==> src/rtl/vram_write_arbiter_pkg.sv <==
// Shared definitions for the VRAM write arbiter: geometry, fill FSM states, address packing.
// Clamp helpers are used when VRAM_ARB_CLIP_EN is defined.
package vram_write_arbiter_pkg;

  localparam int COLS   = 80;
  localparam int ROWS   = 60;
  localparam int CW     = 3;
  localparam int COL_W  = 7;
  localparam int ROW_W  = 6;
  localparam int ADDR_W = COL_W + ROW_W;

  localparam logic [COL_W-1:0] COL_LAST = COL_W'(COLS - 1);
  localparam logic [ROW_W-1:0] ROW_LAST = ROW_W'(ROWS - 1);

  typedef enum logic [1:0] {
    IDLE = 2'd0,
    LOAD = 2'd1,
    RUN  = 2'd2,
    DONE = 2'd3
  } fill_state_t;

  function automatic logic [ADDR_W-1:0] pack_addr(input logic [COL_W-1:0] col,
                                                  input logic [ROW_W-1:0] row);
    return {col, row};
  endfunction

  function automatic logic [COL_W-1:0] clamp_col(input logic [COL_W-1:0] col);
    return (col > COL_LAST) ? COL_LAST : col;
  endfunction

  function automatic logic [ROW_W-1:0] clamp_row(input logic [ROW_W-1:0] row);
    return (row > ROW_LAST) ? ROW_LAST : row;
  endfunction

endpackage

==> src/rtl/vram_write_arbiter_scanner.sv <==
// Rectangle scanner: normalises corners, holds bounds and the row-major cursor.
// With VRAM_ARB_CLIP_EN corners are clamped instead of flagged out of range.
module vram_fill_scanner
  import vram_write_arbiter_pkg::*;
(
  input  logic             clk,
  input  logic             rst_n,
  input  logic             i_load,
  input  logic             i_run,
  input  logic             i_stall,
  input  logic [COL_W-1:0] i_col0,
  input  logic [COL_W-1:0] i_col1,
  input  logic [ROW_W-1:0] i_row0,
  input  logic [ROW_W-1:0] i_row1,
  output logic             o_range_err,
  output logic             o_last,
  output logic [COL_W-1:0] o_cur_col,
  output logic [ROW_W-1:0] o_cur_row
);

  logic [COL_W-1:0] w_c0, w_c1, w_cmin, w_cmax;
  logic [ROW_W-1:0] w_r0, w_r1, w_rmin, w_rmax;
  logic [COL_W-1:0] r_cmin, r_cmax, r_cur_col;
  logic [ROW_W-1:0] r_rmax, r_cur_row;

`ifdef VRAM_ARB_CLIP_EN
  assign w_c0        = clamp_col(i_col0);
  assign w_c1        = clamp_col(i_col1);
  assign w_r0        = clamp_row(i_row0);
  assign w_r1        = clamp_row(i_row1);
  assign o_range_err = 1'b0;
`else
  assign w_c0        = i_col0;
  assign w_c1        = i_col1;
  assign w_r0        = i_row0;
  assign w_r1        = i_row1;
  assign o_range_err = (i_col0 > COL_LAST) || (i_col1 > COL_LAST) ||
                       (i_row0 > ROW_LAST) || (i_row1 > ROW_LAST);
`endif

  assign w_cmin = (w_c0 < w_c1) ? w_c0 : w_c1;
  assign w_cmax = (w_c0 < w_c1) ? w_c1 : w_c0;
  assign w_rmin = (w_r0 < w_r1) ? w_r0 : w_r1;
  assign w_rmax = (w_r0 < w_r1) ? w_r1 : w_r0;

  // The cursor only moves on cycles where the fill pixel was actually written.
  always_ff @(posedge clk or negedge rst_n) begin
    if (!rst_n) begin
      r_cmin    <= '0;
      r_cmax    <= '0;
      r_rmax    <= '0;
      r_cur_col <= '0;
      r_cur_row <= '0;
    end else if (i_load) begin
      r_cmin    <= w_cmin;
      r_cmax    <= w_cmax;
      r_rmax    <= w_rmax;
      r_cur_col <= w_cmin;
      r_cur_row <= w_rmin;
    end else if (i_run && !i_stall) begin
      if (r_cur_col == r_cmax) begin
        r_cur_col <= r_cmin;
        r_cur_row <= r_cur_row + 1'b1;
      end else begin
        r_cur_col <= r_cur_col + 1'b1;
      end
    end
  end

  assign o_last    = (r_cur_col == r_cmax) && (r_cur_row == r_rmax);
  assign o_cur_col = r_cur_col;
  assign o_cur_row = r_cur_row;

endmodule

==> src/rtl/vram_write_arbiter.sv <==
// Single VRAM write port shared by CPU pixel writes (always win) and a rectangle-fill engine.
// Define VRAM_ARB_CLIP_EN to clamp out-of-range coordinates instead of dropping/rejecting.
module vram_write_arbiter
  import vram_write_arbiter_pkg::*;
(
  input  logic              Clock,
  input  logic              Reset,
  input  logic              iCpuReq,
  input  logic [COL_W-1:0]  iCpuCol,
  input  logic [ROW_W-1:0]  iCpuRow,
  input  logic [CW-1:0]     iCpuColor,
  input  logic              iFillStart,
  input  logic [COL_W-1:0]  iFillCol0,
  input  logic [COL_W-1:0]  iFillCol1,
  input  logic [ROW_W-1:0]  iFillRow0,
  input  logic [ROW_W-1:0]  iFillRow1,
  input  logic [CW-1:0]     iFillColor,
  input  logic              iFillAbort,
  output logic              oFillBusy,
  output logic              oFillDone,
  output logic              oFillErr,
  output logic              oWriteEnable,
  output logic [ADDR_W-1:0] oWriteAddress,
  output logic [CW-1:0]     oDataIn
);

  fill_state_t       r_state;
  logic [COL_W-1:0]  r_col0, r_col1;
  logic [ROW_W-1:0]  r_row0, r_row1;
  logic [CW-1:0]     r_fill_color;
  logic              r_we, r_busy, r_done, r_err;
  logic [ADDR_W-1:0] r_addr;
  logic [CW-1:0]     r_data;

  logic              w_range_err, w_last, w_cpu_ok, w_fill_write, w_load, w_run;
  logic [COL_W-1:0]  w_cur_col, w_cpu_col;
  logic [ROW_W-1:0]  w_cur_row, w_cpu_row;

`ifdef VRAM_ARB_CLIP_EN
  assign w_cpu_col = clamp_col(iCpuCol);
  assign w_cpu_row = clamp_row(iCpuRow);
  assign w_cpu_ok  = iCpuReq;
`else
  assign w_cpu_col = iCpuCol;
  assign w_cpu_row = iCpuRow;
  assign w_cpu_ok  = iCpuReq && (iCpuCol <= COL_LAST) && (iCpuRow <= ROW_LAST);
`endif

  // Any CPU request occupies the slot, so the fill pixel is held and retried.
  assign w_load       = (r_state == LOAD);
  assign w_run        = (r_state == RUN) && !iFillAbort;
  assign w_fill_write = w_run && !iCpuReq;

  vram_fill_scanner u_scanner (
    .clk         (Clock),
    .rst_n       (Reset),
    .i_load      (w_load),
    .i_run       (w_run),
    .i_stall     (iCpuReq),
    .i_col0      (r_col0),
    .i_col1      (r_col1),
    .i_row0      (r_row0),
    .i_row1      (r_row1),
    .o_range_err (w_range_err),
    .o_last      (w_last),
    .o_cur_col   (w_cur_col),
    .o_cur_row   (w_cur_row)
  );

  always_ff @(posedge Clock or negedge Reset) begin
    if (!Reset) begin
      r_state      <= IDLE;
      r_col0       <= '0;
      r_col1       <= '0;
      r_row0       <= '0;
      r_row1       <= '0;
      r_fill_color <= '0;
      r_we         <= 1'b0;
      r_addr       <= '0;
      r_data       <= '0;
      r_busy       <= 1'b0;
      r_done       <= 1'b0;
      r_err        <= 1'b0;
    end else begin
      if (w_cpu_ok) begin
        r_we   <= 1'b1;
        r_addr <= pack_addr(w_cpu_col, w_cpu_row);
        r_data <= iCpuColor;
      end else if (w_fill_write) begin
        r_we   <= 1'b1;
        r_addr <= pack_addr(w_cur_col, w_cur_row);
        r_data <= r_fill_color;
      end else begin
        r_we   <= 1'b0;
      end

      r_done <= 1'b0;
      case (r_state)
        IDLE: begin
          if (iFillStart) begin
            r_col0       <= iFillCol0;
            r_col1       <= iFillCol1;
            r_row0       <= iFillRow0;
            r_row1       <= iFillRow1;
            r_fill_color <= iFillColor;
            r_busy       <= 1'b1;
            r_state      <= LOAD;
          end
        end
        LOAD: begin
          if (iFillAbort || w_range_err) begin
            r_done  <= 1'b1;
            r_err   <= 1'b1;
            r_state <= DONE;
          end else begin
            r_state <= RUN;
          end
        end
        RUN: begin
          if (iFillAbort) begin
            r_done  <= 1'b1;
            r_err   <= 1'b1;
            r_state <= DONE;
          end else if (w_fill_write && w_last) begin
            r_done  <= 1'b1;
            r_err   <= 1'b0;
            r_state <= DONE;
          end
        end
        DONE: begin
          r_busy  <= 1'b0;
          r_err   <= 1'b0;
          r_state <= IDLE;
        end
      endcase
    end
  end

  assign oFillBusy     = r_busy;
  assign oFillDone     = r_done;
  assign oFillErr      = r_err;
  assign oWriteEnable  = r_we;
  assign oWriteAddress = r_addr;
  assign oDataIn       = r_data;

endmodule
==> config.mk <==
export PLATFORM = sky130hd
export DESIGN_NAME = vram_write_arbiter
export DESIGN_NICKNAME = d
export VERILOG_FILES = /design/src/rtl/vram_write_arbiter_pkg.sv /design/src/rtl/vram_write_arbiter_scanner.sv /design/src/rtl/vram_write_arbiter.sv
export SDC_FILE = /design/constraint.sdc
export NUM_CORES = 1
export LEC_CHECK = 0
export BUFFER_PORTS_ARGS = -buffer_cell sky130_fd_sc_hd__buf_2
export CORE_ASPECT_RATIO = 0.5
export CORE_UTILIZATION = 51
export CTS_CLUSTER_DIAMETER = 100
export DETAILED_ROUTE_END_ITERATION = 10
export GPL_TIMING_DRIVEN = 0
export PLACE_DENSITY = 0.78
export SETUP_SLACK_MARGIN = 0.1
export SYNTH_ARGS = -nofsm -noshare
export SYNTH_HDL_FRONTEND = slang
export SYNTH_SLANG_ARGS = --single-unit
==> constraint.sdc <==
create_clock -name Clock -period 2.1 [get_ports Clock]
set_input_delay 0.21 -clock Clock [delete_from_list [all_inputs] [get_ports Clock]]
set_output_delay 0.21 -clock Clock [all_outputs]
set_load 0.01 [all_outputs]
==> results of run 1 <==
==> flip-flops by register name (all words and copies together), names as in the netlist <==
name                 count
oFillBusy                1
oWriteAddress           13
r_fill_color             3
u_scanner.o_cur_col      7
u_scanner.o_cur_row      6
u_scanner.r_cmin         7
u_scanner.r_cmax         7
r_col1                   7
oDataIn                  3
oFillErr                 1
r_col0                   7
r_state                  2
r_row0                   6
oFillDone                1
u_scanner.r_rmax         6
oWriteEnable             1
r_row1                   6
==> worst paths after layout <==
kind | cells past startpoint | end | slack, ns | start
setup reg to reg | 8 | u_scanner.r_cmax[4]$_DFFE_PN0P_ | -0.19 | r_col1[1]$_DFFE_PN0P_
setup / recovery | 8 | u_scanner.r_cmax[4]$_DFFE_PN0P_ | -0.19 | r_col1[1]$_DFFE_PN0P_
hold reg to reg | 1 | oWriteAddress[1]$_DFFE_PN0P_ | 0.47 | oWriteAddress[1]$_DFFE_PN0P_
min in group asynchronous | 2 | r_col1[2]$_DFFE_PN0P_ | 0.31 | Reset
max in group asynchronous | 3 | u_scanner.o_cur_row[0]$_DFFE_PN0P_ | 1.18 | Reset
hold / removal | 2 | r_col0[2]$_DFFE_PN0P_ | 0.10 | iFillCol0[2]
==> per-layer routing <==
metal | track usage | wire length, um
met1 | 0.3921 | 6053
met2 | 0.4242 | 5594
met3 | 0.07407 | 1103
met4 | 0.07584 | 224
met5 | 0 | 0
==> synthesized netlist by cell type (all sizes together) (9+ instances only) <==
library cell  number
nor2              29
mux2i             34
mux2              30
a21o              17
o21ai             10
dfrtp             84
clkbuf            12
nand2              9
a21oi             29
inv               17
a22o              10
ha                17
==> repair_timing <==
action | in CTS | in global routing
hold buffers | 1 | 0
cloned | 2 | 0
setup endpoints to repair | 70 | 67
resized for setup | 43 | 41
endpoints found under the hold margin | 23 | 0
pin swaps | 12 | 11
buffers inserted | 13 | 7
==> area by class of cell <==
cell class / count / area share
plain buffers: 19 / 0.02180
clock buffers: 9 / 0.03847
clock inverters: 6 / 0.01923
inverters: 17 / 0.01090
multi-input cells: 281 / 0.4264
flip-flops and latches: 84 / 0.3599
well taps: 112 / 0.02394
repair buffers: 93 / 0.09938
==> cell usage in the layout, fill, tap and decap left out, types with 4 or more instances in the layout <==
cell type | netlist | routed
nand2b_1 | 6 | 6
nor2_1 | 29 | 28
a21oi_2 | 0 | 7
clkbuf_16 | 0 | 9
or4_1 | 4 | 4
a21o_1 | 17 | 17
buf_4 | 1 | 21
mux2i_4 | 0 | 9
buf_6 | 0 | 6
xnor2_1 | 8 | 7
xor2_1 | 7 | 7
o21ai_0 | 10 | 10
a221o_1 | 6 | 6
nor3_1 | 7 | 7
nand4_1 | 7 | 7
dfrtp_1 | 84 | 80
nand3_1 | 6 | 6
inv_1 | 17 | 13
a22o_1 | 10 | 10
ha_1 | 17 | 11
mux2i_2 | 0 | 10
ha_4 | 0 | 5
a21oi_1 | 29 | 22
clkbuf_1 | 12 | 7
mux2i_1 | 34 | 15
nand2_1 | 9 | 9
inv_2 | 0 | 4
clkbuf_2 | 0 | 4
dfrtp_2 | 0 | 4
o211ai_1 | 7 | 7
mux2_2 | 30 | 30
buf_2 | 4 | 69
==> logic make-up (layout without fill, tap and decap cells) <==
kind of cell             after synthesis  in the layout
flip-flops                            84             84
AO/OA/AOI/OAI                         98             98
adder cells (fa/ha/maj)               17             17
XOR/XNOR                              15             15
buffers and inverters                 36            144
AND/OR/NAND/NOR                       87             87
multiplexers                          64             64
==> power by group through the flow <==
stage	Sequential [mW]	Combinational [mW]	Clock, mW
2_1_floorplan	2.98	3.23	0
3_3_place_gp	3.13	4.06	0
3_5_place_dp	3.17	4.20	0
4_1_cts	3.15	5.47	1.82
5_1_grt	3.36	6.78	1.90
6_report	3.30	6.41	1.82
==> per-stage QoR <==
| stage | power (mW) | setup WS, ns |
|---|---|---|
| floorplan | 6.219 | 0.02751 |
| global route | 12.03 | -0.2529 |
| finish | 11.52 | -0.1879 |
| CTS | 10.44 | -0.04711 |
| detailed placement | 7.362 | -0.5706 |
| global placement | 7.183 | -0.5274 |
==> impl_metrics.py, run 1 <==
metrics = {
    "sta": {
        "finalCritPeriodShare": 1.089,
        "worstMarginPinSlew_ns": 0.6107,
        "max_slew_margin": 0.5929,
        "clock_skew_ns": 0.01137,
        "setup_viol": 27,
        "final.setup.tns_ns": -1.848,
        "drv_slew": 0,
        "clock.fmax_ghz": 0.4371,
        "timing.final.ws_setup_ns": -0.1879,
        "period_needed_ns": 2.288,
        "timing.hold.ws_ns": 0.1009,
        "hold_violations": 0,
        "rsz0062_at_grt": "true",
    },
    "synthesis": {
        "synth_top_family_by_area": "compound AO/OA/AOI/OAI gates",
        "synth_xor_area_frac": 0.02955,
        "ys_warn_count": 0,
        "synth_area_um2": 4446,
        "synth-adder-area-share": 0.04785,
        "synth_compound_area_frac": 0.1585,
        "synth_area_leader_cell": "dfrtp_1",
        "syn_nets": 468,
        "synth_area_leaders": "dfrtp_1, mux2i_1, mux2_2",
        "synth_seq_area_share": 0.4728,
        "synthFlopType": "dfrtp_1",
        "synth_edf_count": 0,
        "ys_async_sr_fraction": 1.000,
        "synth-seq-cells": 84,
        "avgSynthCellArea_um2": 11.09,
        "muxShareOfSynthArea": 0.1525,
        "synth_cell_type_count": 50,
        "synth_top_area_frac": 0.4728,
        "synth_cells": 401,
        "yosys.area_share.simple": 0.1027,
    },
    "floorplan": {
        "dieArea_um2": 9117,
        "start_util": 0.5401,
        "ios": 70,
        "core-area_um2": 8230,
        "fp.dieH_um": 68.02,
        "die_x_um": 134.0,
        "num_rows": 23,
    },
    "cts": {
        "cts_tree": "yes",
        "cts_buffers": 9,
        "cts.htree.levels": 3,
        "clkSinkCount": 84,
        "clk_path_buf_depth": 2,
        "clock_latency_ns": 0.35,
        "cts-root-buf": "clkbuf_16",
        "clk_pin_slew_ns": 0.07,
    },
    "critical_path": {
        "max_stage_delay_ns": 0.41,
        "worstSetupEndpointType": "flop",
        "cp.required_ns": 2.30,
        "cp_num_buf_inv": 3,
        "critPathLaunchType": "flop",
        "cp_data_arrival_time_ns": 2.48,
        "cp_top_family": "compound AO/OA/AOI/OAI gates",
        "critPathSlowestCell": "dfrtp_1",
        "cp_max_fo": 5,
        "worstSetupPathType": "reg2reg",
        "crit_chain": "inv_2 -> ha_4 -> a211o_1 -> a221oi_4 -> buf_6 -> buf_16 -> mux2i_1 -> a21oi_1",
    },
    "power_and_ir_drop": {
        "cellInternalPower_mw": 6.824,
        "ir_drop_mv": 0.8325,
        "clkPwrFrac": 0.158,
        "swShare": 0.4077,
        "pwr-share-comb": 0.556,
        "p_leak_nw": 2.692,
        "switching_power_mw": 4.698,
        "p_per_area_nw_per_um2": 1968,
        "seqPwrFrac": 0.286,
    },
    "cells_and_area": {
        "diodes": 0,
        "stdcell_area_um2": 5854,
        "syn2layout_area_growth_pct": 31.69,
        "fin_nets": 572,
        "regArea_um2": 2107,
        "final_cells": 621,
        "final_util": 0.7113,
        "drive_gt1_frac": 0.3988,
        "nFillCells": 575,
        "multiInputGateArea_um2": 2496,
    },
    "job": {
        "cap_violations": 0,
    },
    "grt": {
        "grt_pass1_wl_mm": 18.75,
        "grt_usage": 0.2776,
        "grt_overflow_total": 0,
        "antenna_found_initial": 0,
        "first_global_vias": 3536,
        "grt_max_degree": 62,
    },
    "detailed_routing": {
        "drt-total-wl_mm": 12.98,
        "dr.pass1.iters": 5,
        "drc_errors": 0,
        "vias_per_cell": 6.074,
        "wl_per_cell_um": 20.89,
        "vias": 3772,
        "ant_nets": 0,
        "drt-initial-drc-count": 371,
    },
    "outcome": {
        "status": "finished with violations",
        "violations": "setup timing",
    },
    "place": {
        "portBuffers": 69,
        "gp_congestion": 0.8699,
        "dpl_cell_area_um2": 4961,
        "dp.final_hpwl_mm": 7.820,
        "dp.cells": 583,
    },
    "min_path": {
        "hp-class": "in2reg",
    },
}
No activity file was read; power rests on OpenSTA's default activity.
==> run 2, diff against run 1 <==
- SKIP_LAST_GASP: default -> 1
==> run 2 against run 1 <==
The run still ends with setup timing left. Final cell count unchanged. Critical path depth unchanged. First-iteration DRC count up 8.6%. Via count up 1.2%. Count of clock-buffer cells in the layout unchanged. Sequential cell count unchanged. Power about the same. Die area unchanged. Combinational power about the same.
==> impl_metrics.py, run 2 (synthesized netlist as in run 1, its figures left out) <==
metrics = {
    "outcome": {
        "status": "finished with violations",
        "violations": "setup timing",
    },
    "sta": {
        "finalCritPeriodShare": 1.095,
        "max_slew_margin": 0.5918,
        "drv_slew": 0,
        "rsz0062_at_grt": "true",
        "setup_viol": 24,
        "timing.hold.ws_ns": 0.1012,
        "timing.final.ws_setup_ns": -0.1987,
        "hold_violations": 0,
        "period_needed_ns": 2.299,
        "clock_skew_ns": 0.01170,
        "worstMarginPinSlew_ns": 0.6122,
        "clock.fmax_ghz": 0.4350,
        "final.setup.tns_ns": -1.628,
    },
    "grt": {
        "grt_busiest_layer": "met2",
        "first_global_vias": 3536,
        "antenna_found_initial": 0,
        "grt_pass1_wl_mm": 18.75,
        "grt_max_degree": 62,
        "use_met3": 0.07407,
        "met1_usage": 0.3921,
        "met2_usage": 0.4242,
        "grt_usage": 0.2776,
        "grt_overflow_total": 0,
    },
    "critical_path": {
        "cp_top_family": "compound AO/OA/AOI/OAI gates",
        "max_stage_delay_ns": 0.41,
        "r2r-start": "r_col1[1]$_DFFE_PN0P_",
        "critPathLaunchType": "flop",
        "critPathSlowestCell": "dfrtp_1",
        "cp_data_arrival_time_ns": 2.49,
        "crit_end": "u_scanner.r_cmax[4]$_DFFE_PN0P_",
        "worstSetupPathType": "reg2reg",
        "rr_worst_depth": 8,
        "path_depth": 8,
        "worstSetupEndpointType": "flop",
        "cp_num_buf_inv": 3,
        "r2r_slack_ns": -0.20,
        "cp_max_fo": 5,
        "crit_chain": "inv_2 -> ha_4 -> a211o_1 -> a221oi_4 -> buf_6 -> buf_16 -> mux2i_1 -> a21oi_1",
        "cp.required_ns": 2.30,
        "r2r-end": "u_scanner.r_cmax[4]$_DFFE_PN0P_",
        "cp-startpoint": "r_col1[1]$_DFFE_PN0P_",
    },
    "cts": {
        "cts.htree.levels": 3,
        "clkSinkCount": 84,
        "cts_tree": "yes",
        "clock_latency_ns": 0.35,
        "cts-root-buf": "clkbuf_16",
        "clk_path_buf_depth": 2,
        "clk_pin_slew_ns": 0.07,
        "cts_buffers": 9,
    },
    "detailed_routing": {
        "vias_per_cell": 6.150,
        "drt-total-wl_mm": 12.96,
        "ant_nets": 0,
        "vias": 3819,
        "dr.pass1.iters": 5,
        "drt-initial-drc-count": 403,
        "drc_errors": 0,
        "wl_per_cell_um": 20.87,
    },
    "floorplan": {
        "dieArea_um2": 9117,
        "fp.dieH_um": 68.02,
        "core-area_um2": 8230,
        "ios": 70,
        "die_x_um": 134.0,
        "start_util": 0.5401,
        "num_rows": 23,
    },
    "power_and_ir_drop": {
        "ir_drop_mv": 0.8281,
        "p_per_area_nw_per_um2": 1966,
        "p_leak_nw": 2.692,
        "finalPower_mw": 11.51,
    },
    "place": {
        "portBuffers": 69,
        "dp.final_hpwl_mm": 7.820,
        "dpl_cell_area_um2": 4961,
        "gp_congestion": 0.8699,
        "dp.cells": 583,
    },
    "cells_and_area": {
        "final_cell_mix": "dfrtp_1, buf_2, mux2_2, nor2_1, a21oi_1",
        "final_cells": 621,
        "drive_gt1_frac": 0.3988,
        "diodes": 0,
        "largest_reg_flops": 13,
        "stdcell_area_um2": 5854,
        "fin_nets": 572,
        "layout_commonest_cell": "dfrtp_1",
        "nFillCells": 575,
        "syn2layout_area_growth_pct": 31.69,
    },
    "job": {
        "cap_violations": 0,
    },
    "min_path": {
        "hp-start": "iFillCol0[2]",
        "hp-class": "in2reg",
    },
}
==> run 2: worst min-delay path by stage <==
stage	end	slack [ns]	depth (start not counted)
after floorplan	oDataIn[0]$_DFFE_PN0P_	-0.09	0
after global placement	oWriteAddress[0]$_DFFE_PN0P_	0.44	3
after detailed placement	r_col0[0]$_DFFE_PN0P_	0.13	1
after CTS	r_row0[3]$_DFFE_PN0P_	0.09	2
after global routing	r_col1[0]$_DFFE_PN0P_	0.1	2
final	r_col0[2]$_DFFE_PN0P_	0.10	2
==> run 2: per-stage QoR <==
stage               worst slack [ns]  utilization
global route                 -0.2529       0.7113
floorplan                    0.02751            -
global placement             -0.5274       0.5991
detailed placement           -0.5706       0.6028
CTS                         -0.04711       0.6847
finish                       -0.1987       0.7113
==> run 2: cell type report <==
type | count | area [um2] | area share
multi-input cells | 281 | 2496 | 0.4264
flip-flops and latches | 84 | 2107 | 0.3599
repair buffers | 93 | 581.8 | 0.09938
clock inverters | 6 | 112.6 | 0.01923
clock buffers | 9 | 225.2 | 0.03847
plain buffers | 19 | 127.6 | 0.02180
inverters | 17 | 63.81 | 0.01090
well taps | 112 | 140.1 | 0.02394
==> run 2: repair_timing <==
item,4_1_cts,5_1_grt
endpoints found under the hold margin,23,0
pin swaps,12,11
hold buffers,1,0
endpoints found under the setup margin,70,67
gates resized for setup,43,41
buffers inserted,13,7
gates cloned,2,0
==> run 2: routing by layer <==
layer | vias up | wire [um]
met5 | - | 0
met3 | 31 | 1410
met2 | 241 | 5466
met1 | 1855 | 5804
met4 | 0 | 280
li1 | 1692 | -
==> run 2: where the power goes <==
group          total (mW)  internal, mW  switching [mW]
registers            3.29          2.39           0.902
logic                6.40          3.28            3.12
clock network        1.82          1.16           0.662
total                11.5          6.82            4.69
==> run 3, diff against run 2 <==
- CORE_UTILIZATION: 51 -> 35
- PLACE_DENSITY: 0.78 -> 0.58
==> run 3 against run 2 <==
First-iteration DRC count shrank 47%. The run still ends with setup timing left. Register-to-register slack better by 0.18 ns. Final area down 2.2%. Critical path depth decreased by 1. Clock power shrank 14%. Critical endpoint is now u_scanner.o_cur_row[3]$_DFFE_PN0P_.
==> impl_metrics.py, run 3 (synthesized netlist as in run 1, its figures left out) <==
metrics = {
    "detailed_routing": {
        "drt-total-wl_mm": 11.59,
        "vias_per_cell": 5.194,
        "drt-initial-drc-count": 215,
        "dr.pass1.iters": 4,
        "vias": 3480,
        "drc_errors": 0,
        "ant_nets": 0,
        "wl_per_cell_um": 17.30,
    },
    "sta": {
        "timing.final.ws_setup_ns": -0.01926,
        "hold_violations": 0,
        "worstMarginPinSlew_ns": 0.6289,
        "timing.hold.ws_ns": 0.07293,
        "clock_skew_ns": 0.007478,
        "finalCritPeriodShare": 1.009,
        "rsz0062_at_grt": "true",
        "clock.fmax_ghz": 0.4719,
        "period_needed_ns": 2.119,
        "drv_slew": 0,
        "setup_viol": 7,
        "max_slew_margin": 0.5807,
    },
    "critical_path": {
        "cp_data_arrival_time_ns": 2.32,
        "cp_max_fo": 4,
        "worstSetupPathType": "reg2reg",
        "cp.required_ns": 2.30,
        "rr_worst_depth": 7,
        "critPathLaunchType": "flop",
        "worstSetupEndpointType": "flop",
    },
    "cells_and_area": {
        "syn2layout_area_growth_pct": 28.85,
        "final_cell_mix": "dfrtp_1, buf_2, mux2_2, nor2_1, a21oi_1",
        "fin_nets": 567,
        "final_util": 0.4739,
        "drive_gt1_frac": 0.3624,
        "largest_reg_flops": 13,
        "layout_commonest_cell": "dfrtp_1",
        "diodes": 0,
    },
    "floorplan": {
        "start_util": 0.3678,
        "core-area_um2": 12090,
        "num_rows": 28,
        "fp.dieH_um": 81.69,
        "die_x_um": 161.4,
        "dieArea_um2": 13180,
        "ios": 70,
    },
    "min_path": {
        "worstHoldPathCells": 3,
        "hp-class": "in2reg",
    },
    "grt": {
        "grt_max_degree": 62,
        "first_global_vias": 3298,
        "grt_overflow_total": 0,
        "grt_pass1_wl_mm": 18.12,
        "antenna_found_initial": 0,
        "grt_usage": 0.1837,
    },
    "cts": {
        "clk_path_buf_depth": 2,
        "cts_tree": "yes",
        "cts.htree.levels": 3,
        "cts_buffers": 9,
        "clock_latency_ns": 0.34,
        "clk_pin_slew_ns": 0.07,
        "clkSinkCount": 84,
        "cts-root-buf": "clkbuf_16",
    },
    "power_and_ir_drop": {
        "ir_drop_mv": 0.6253,
        "p_per_area_nw_per_um2": 1799,
        "p_leak_nw": 2.653,
    },
    "place": {
        "dp.final_hpwl_mm": 8.332,
        "portBuffers": 69,
        "dp_slack_ns": -0.5946,
        "gp_congestion": 0.8162,
    },
    "job": {
        "cap_violations": 0,
    },
    "outcome": {
        "violations": "setup timing",
        "status": "finished with violations",
    },
}
[run 3: cell type report]
| class | instances | area, um2 |
|---|---|---|
| Fill cell | 1138 | 6359 |
| Buffer | 19 | 123.9 |
| Sequential cell | 84 | 2108 |
| Clock buffer | 11 | 252.7 |
| Tap cell | 165 | 206.4 |
| Multi-Input combinational cell | 281 | 2394 |
| Inverter | 17 | 63.81 |
| Clock inverter | 5 | 42.54 |
| Timing Repair Buffer | 88 | 536.8 |
[run 3: path summary, 6_finish.rpt]
kind	start	end	slack (ns)
setup / recovery	r_row0[3]$_DFFE_PN0P_	u_scanner.o_cur_row[3]$_DFFE_PN0P_	-0.02
hold / removal	iCpuRow[0]	oWriteAddress[0]$_DFFE_PN0P_	0.07
setup reg to reg	r_row0[3]$_DFFE_PN0P_	u_scanner.o_cur_row[3]$_DFFE_PN0P_	-0.02
hold reg to reg	oWriteAddress[6]$_DFFE_PN0P_	oWriteAddress[6]$_DFFE_PN0P_	0.47
max in group asynchronous	Reset	oWriteAddress[12]$_DFFE_PN0P_	1.19
min in group asynchronous	Reset	r_col0[0]$_DFFE_PN0P_	0.32
[run 3: timing repair]
item / CTS / global route
hold buffers: 1 / 0
cloned: 1 / 0
setup buffers: 8 / 8
pin swaps: 6 / 12
endpoints found under the setup margin: 71 / 68
gates resized for setup: 27 / 40
endpoints found under the hold margin: 23 / 0
[run 3: report_power, final]
part / internal [mW] / total, mW / switching (mW)
Clock: 0.881 / 1.56 / 0.683
Sequential: 2.39 / 3.21 / 0.818
Combinational: 2.89 / 5.53 / 2.64
Total: 6.16 / 10.3 / 4.14
[run 3: critical path, stage by stage, from the launching register on]
cell and delay [ns]:
dfrtp_1 0.39, ha_1 0.31, a21o_1 0.17, a21o_1 0.18, a221oi_4 0.39, buf_4 0.19
mux2i_4 0.24, o211ai_1 0.10
[run 3: per-layer routing]
layer  vias to the layer above  part of all wire  GRT usage  wire, um
met4                         0             0.010    0.04906       117
met1                      1689              0.54     0.2864      6309
met5                         -                 0          0         0
li1                       1680                 -          -         -
met2                        99              0.39     0.2440      4494
met3                        12             0.058    0.04596       672
[run 3: metrics by stage]
stage                TNS, ns  power (mW)  area [um2]  instances
global placement      -10.85       7.300        4997        635
detailed placement    -11.19       7.392        5027        636
finish              -0.08424       10.30        5728        670
floorplan                  0       6.219        4446        401
CTS                  -0.1295       9.728        5523        662
global route          -1.935       11.02        5728        670
